<file path="config.mk">
export PLATFORM = sky130hd
export DESIGN_NAME = rf_iw_fill_ctrl
export DESIGN_NICKNAME = d
export VERILOG_FILES = /design/src/rtl/rf_iw_fill_ctrl.sv
export SDC_FILE = /design/constraint.sdc
export NUM_CORES = 1
export LEC_CHECK = 0
export ABC_CLOCK_PERIOD_IN_PS = 3900
export CAP_MARGIN = 20
export CORE_ASPECT_RATIO = 2
export CORE_MARGIN = 3
export CORE_UTILIZATION = 40
export DETAILED_ROUTE_END_ITERATION = 8
export PLACE_DENSITY = 0.65
export SYNTH_ARGS = -nofsm -noshare
export SYNTH_HDL_FRONTEND = slang
export SYNTH_SLANG_ARGS = --single-unit
</file>
<file path="constraint.sdc">
create_clock -name clk -period 3.9 [get_ports clk]
set_input_delay 0.78 -clock clk [delete_from_list [all_inputs] [get_ports clk]]
set_output_delay 0.78 -clock clk [all_outputs]
set_load 0.1 [all_outputs]
</file>
<file path="src/rtl/rf_iw_fill_ctrl.sv">
// Write-side controller for a double-buffered activation/weight RF: packs a
// valid/ready global-buffer stream into DEPTH-entry tiles and ping-pongs the buffers.
module rf_iw_fill_ctrl #(
  parameter int DATA_BITWIDTH = 8,
  parameter int ADDR_BITWIDTH = 2,
  parameter int DEPTH         = 4,
  parameter int TILE_BITWIDTH = 8
) (
  input  logic                     clk,
  input  logic                     reset,
  input  logic                     start,
  input  logic [TILE_BITWIDTH-1:0] num_tiles,
  input  logic                     gb_valid,
  input  logic [DATA_BITWIDTH-1:0] gb_data,
  output logic                     gb_ready,
  input  logic                     mac_done,
  output logic                     write_sel,
  output logic                     write_en,
  output logic [ADDR_BITWIDTH-1:0] w_addr,
  output logic [DATA_BITWIDTH-1:0] w_data,
  output logic                     rd_valid,
  output logic                     busy,
  output logic                     done,
  output logic [2:0]               dbg_state
);

  // Stream handshake: a beat transfers on a posedge where gb_valid && gb_ready.
  // gb_ready depends only on state, never on gb_valid.

  typedef enum logic [2:0] {
    S_IDLE      = 3'd0,
    S_FILL      = 3'd1,
    S_WAIT_SWAP = 3'd2,
    S_DRAIN     = 3'd3,
    S_DONE      = 3'd4
  } state_t;

  localparam logic [ADDR_BITWIDTH-1:0] LAST_ADDR = ADDR_BITWIDTH'(DEPTH - 1);

  state_t                     r_state;
  state_t                     w_state_next;
  logic [TILE_BITWIDTH-1:0]   r_num_tiles;
  logic [TILE_BITWIDTH-1:0]   r_tile_cnt;
  logic [ADDR_BITWIDTH-1:0]   r_fill_cnt;
  logic                       r_write_sel;
  logic                       r_write_en;
  logic [ADDR_BITWIDTH-1:0]   r_w_addr;
  logic [DATA_BITWIDTH-1:0]   r_w_data;
  logic                       r_rd_valid;
  logic                       r_done;

  logic w_handshake;
  logic w_last_beat;
  logic w_swap;
  logic w_job_start;

  always_comb begin
    w_state_next = r_state;
    w_job_start  = (r_state == S_IDLE) && start;
    w_handshake  = (r_state == S_FILL) && gb_valid;
    w_last_beat  = w_handshake && (r_fill_cnt == LAST_ADDR);
    // mac_done in WAIT_SWAP frees the read buffer and is consumed by the swap itself.
    w_swap       = (r_state == S_WAIT_SWAP) && (!r_rd_valid || mac_done);

    case (r_state)
      S_IDLE: begin
        if (start) begin
          w_state_next = (num_tiles != '0) ? S_FILL : S_DONE;
        end
      end
      S_FILL: begin
        if (w_last_beat) begin
          w_state_next = S_WAIT_SWAP;
        end
      end
      S_WAIT_SWAP: begin
        if (w_swap) begin
          w_state_next = (r_tile_cnt == r_num_tiles) ? S_DRAIN : S_FILL;
        end
      end
      S_DRAIN: begin
        if (mac_done) begin
          w_state_next = S_DONE;
        end
      end
      S_DONE:  w_state_next = S_IDLE;
      default: w_state_next = S_IDLE;
    endcase
  end

  always_ff @(posedge clk or negedge reset) begin
    if (!reset) begin
      r_state     <= S_IDLE;
      r_num_tiles <= '0;
      r_tile_cnt  <= '0;
      r_fill_cnt  <= '0;
      r_done      <= 1'b0;
    end else begin
      r_state <= w_state_next;
      r_done  <= (w_state_next == S_DONE);
      if (w_job_start && (num_tiles != '0)) begin
        r_num_tiles <= num_tiles;
        r_tile_cnt  <= '0;
        r_fill_cnt  <= '0;
      end else if (w_handshake) begin
        r_fill_cnt <= w_last_beat ? '0 : r_fill_cnt + ADDR_BITWIDTH'(1);
        if (w_last_beat) begin
          r_tile_cnt <= r_tile_cnt + TILE_BITWIDTH'(1);
        end
      end
    end
  end

  // Buffer ownership; the final write of a tile commits on the swap edge under
  // the old select, so writes never land in the buffer being read.
  always_ff @(posedge clk or negedge reset) begin
    if (!reset) begin
      r_write_sel <= 1'b1;
      r_rd_valid  <= 1'b0;
    end else begin
      if (w_swap) begin
        r_write_sel <= ~r_write_sel;
        r_rd_valid  <= 1'b1;
      end else if (mac_done && (r_state != S_WAIT_SWAP)) begin
        r_rd_valid <= 1'b0;
      end
    end
  end

  always_ff @(posedge clk or negedge reset) begin
    if (!reset) begin
      r_write_en <= 1'b0;
      r_w_addr   <= '0;
      r_w_data   <= '0;
    end else begin
      r_write_en <= w_handshake;
      if (w_handshake) begin
        r_w_addr <= r_fill_cnt;
        r_w_data <= gb_data;
      end
    end
  end

  assign gb_ready  = (r_state == S_FILL);
  assign busy      = (r_state != S_IDLE);
  assign write_sel = r_write_sel;
  assign write_en  = r_write_en;
  assign w_addr    = r_w_addr;
  assign w_data    = r_w_data;
  assign rd_valid  = r_rd_valid;
  assign done      = r_done;
  assign dbg_state = r_state;

endmodule

</file>
==> results.py <==
metrics = {
    "global_route": {
        "antenna_found_initial": 0,
        "grt_start_max_net_pins": 36,
        "overflow": 0,
        "grt.total_usage_pct": 15.86,
        "grt_pass1_wl_um": 5685,
        "grt_pass1_vias": 1263,
    },
    "detailed_routing": {
        "m1WireLength_um": 1251,
        "drc": 0,
        "routed_wl_um": 3373,
        "maxUsedRoutingLayer": "met4",
        "routed-wl-met3_um": 199,
        "met2_length_um": 1829,
        "first_iter_violations": 7,
        "firstDrtPassIters": 4,
        "routedWlPerCell_um": 14.86,
        "vias": 1160,
        "avgViaCountPerCell": 5.110,
        "drtAntennaViolNets": 0,
    },
    "synthesis": {
        "synth_ff_type": "dfrtp_1",
        "yosys-top-cells-count": "dfrtp_1 (34), mux2_2 (17), xor2_1 (14), nor2_1 (12), nand3_1 (8)",
        "synthMostInstantiatedCell": "dfrtp_1",
        "syn_nets": 155,
        "async_flop_share_pct": 100.0,
        "synth_top_area_share_pct": 52.80,
        "yosys_warnings": 0,
        "postSynthAreaPerCell_um2": 12.21,
        "yosysSeqAreaShare_pct": 54.43,
        "ys_types": 33,
        "yosys.area.top_type": "dfrtp_1",
        "netlist_top_cells_area": "dfrtp_1 (53%), mux2_2 (12%), xor2_1 (7.6%), nor2_1 (2.8%), nand3_1 (2.5%)",
        "synth_area_um2": 1612,
        "synth-edff-count": 0,
        "synthCells": 132,
        "ys_seq_elements": 35,
    },
    "final_layout": {
        "area_delta_synth_final_pct": 31.60,
        "n_antenna_cell": 0,
        "nNetsFinal": 198,
        "drive_above_1_share_pct": 18.18,
    },
    "hold_path": {
        "hold_path_class": "flop to flop",
        "holdCritStartpoint": "write_sel$_DFFE_PN1P_",
    },
    "place": {
        "place.gp.congestion": 0.7997,
        "place_hpwl_um": 2491,
        "numPortBuffers": 39,
    },
    "clock_tree": {
        "cts.sinks": 35,
        "path_clk_slew_ps": 80,
        "clk_latency_ps": 280,
        "cts-root-buf": "clkbuf_8",
        "h-tree-depth": 2,
        "clock_path_buffers": 2,
        "cts_setup_buffers": 0,
        "numCtsBuffers": 5,
        "ctsResizeCount": 0,
        "cts_tree": "built",
        "cts_hold_buffers": 0,
    },
    "setup_path": {
        "r2r-start": "dbg_state[1]$_DFF_PN0_",
        "critPathLaunch": "dbg_state[2]$_DFF_PN0_",
        "critPathArrivalTime_ps": 2160,
        "setup.worst_path.end_class": "primary output",
        "crit_path_max_fanout": 7,
        "reg2reg_slack_ps": 1940,
        "crit_type": "flop to primary output",
        "start_kind": "flop",
        "critical_path_required_ps": 3120,
    },
    "timing": {
        "slew_headroom_pct": 33.72,
        "fin_skew_ps": 9.623,
        "setup_tns_ps": 0,
        "fin_hold_ws_ps": 487.6,
        "slew_viol_final": 0,
        "rsz0062_at_grt": "false",
        "worstMarginPinSlew_ps": 991.0,
        "finalHoldViolCount": 0,
        "period_share_pct": 75.35,
        "setup_violations": 0,
        "clock.fmax_mhz": 340.3,
        "period_needed_ps": 2939,
    },
    "floorplanning": {
        "rows": 32,
        "start_util_pct": 41.49,
        "coreArea_um2": 3884,
        "die-area_um2": 4873,
        "die_y_um": 95.77,
        "pin_count": 40,
        "die_x_um": 50.88,
    },
    "run": {
        "maxCapViolations": 0,
    },
    "status": {
        "status": "completed",
    },
}
## cells in the final DEF (no fill, tap or decap), drive strengths merged, types with 4 or more instances in the layout
cell	count
a21oi	4
clkbuf	6
clkdlybuf4s50	39
dfrtp	34
mux2	17
nand2	8
nand3	8
nor2	12
nor4	4
xor2	14
## cell type report
cell class | instances | area [um^2]
multi-input cells | 91 | 689.4
fillers | 366 | 1763
repair buffers | 40 | 397.9
inverters | 2 | 7.507
clock inverters | 2 | 12.51
clock buffers | 6 | 72.57
flip-flops and latches | 35 | 877.1
well taps | 51 | 63.81
## stage by stage
stage / instances / setup WS [ps] / area [um^2] / utilization, %
after floorplan: 132 / 635.5 / 1612 / -
after global placement: 219 / 1289 / 2036 / 52.42
after detailed placement: 219 / 1268 / 2036 / 52.42
after CTS: 227 / 951.1 / 2121 / 54.61
after global routing: 227 / 885.8 / 2121 / 54.61
final: 227 / 961.4 / 2121 / 54.61
## kinds of logic after synthesis
kind of cell | after synthesis | share of synthesized area (%)
XOR/XNOR | 15 | 8.152
adder cells (fa/ha/maj) | 2 | 1.553
flip-flops | 35 | 54.43
multiplexers | 19 | 13.12
AND/OR/NAND/NOR | 44 | 14.83
buffers and inverters | 6 | 2.795
AO/OA/AOI/OAI | 11 | 5.125
## state kept, by name, indices dropped and copies added (netlist names)
name / cells
dbg_state: 3
done: 1
r_fill_cnt: 2
r_num_tiles: 8
r_tile_cnt: 8
rd_valid: 1
w_addr: 2
w_data: 8
write_en: 1
write_sel: 1
## worst paths after layout
check	to	depth (start not counted)
setup / recovery	gb_ready	3
hold / removal	write_sel$_DFFE_PN1P_	1
setup reg to reg	r_tile_cnt[4]$_DFFE_PN0P_	4
hold reg to reg	write_sel$_DFFE_PN1P_	1
max in group asynchronous	write_sel$_DFFE_PN1P_	2
min in group asynchronous	dbg_state[1]$_DFF_PN0_	2
## critical path: stages (launching register included)
cell and delay [ps]:
dfrtp_1 440, nand2b_1 200, nor2_1 100, clkdlybuf4s50_1 1130
## metal layers
metal / vias up / GRT usage [%]
met5: - / 0
met4: 0 / 9.438
met3: 6 / 4.186
met2: 39 / 28.17
met1: 568 / 16.31
li1: 547 / -
Power is left out: the tool's default activity adds up to more than one toggle a clock period on the data nets, which glitch-free logic cannot reach.
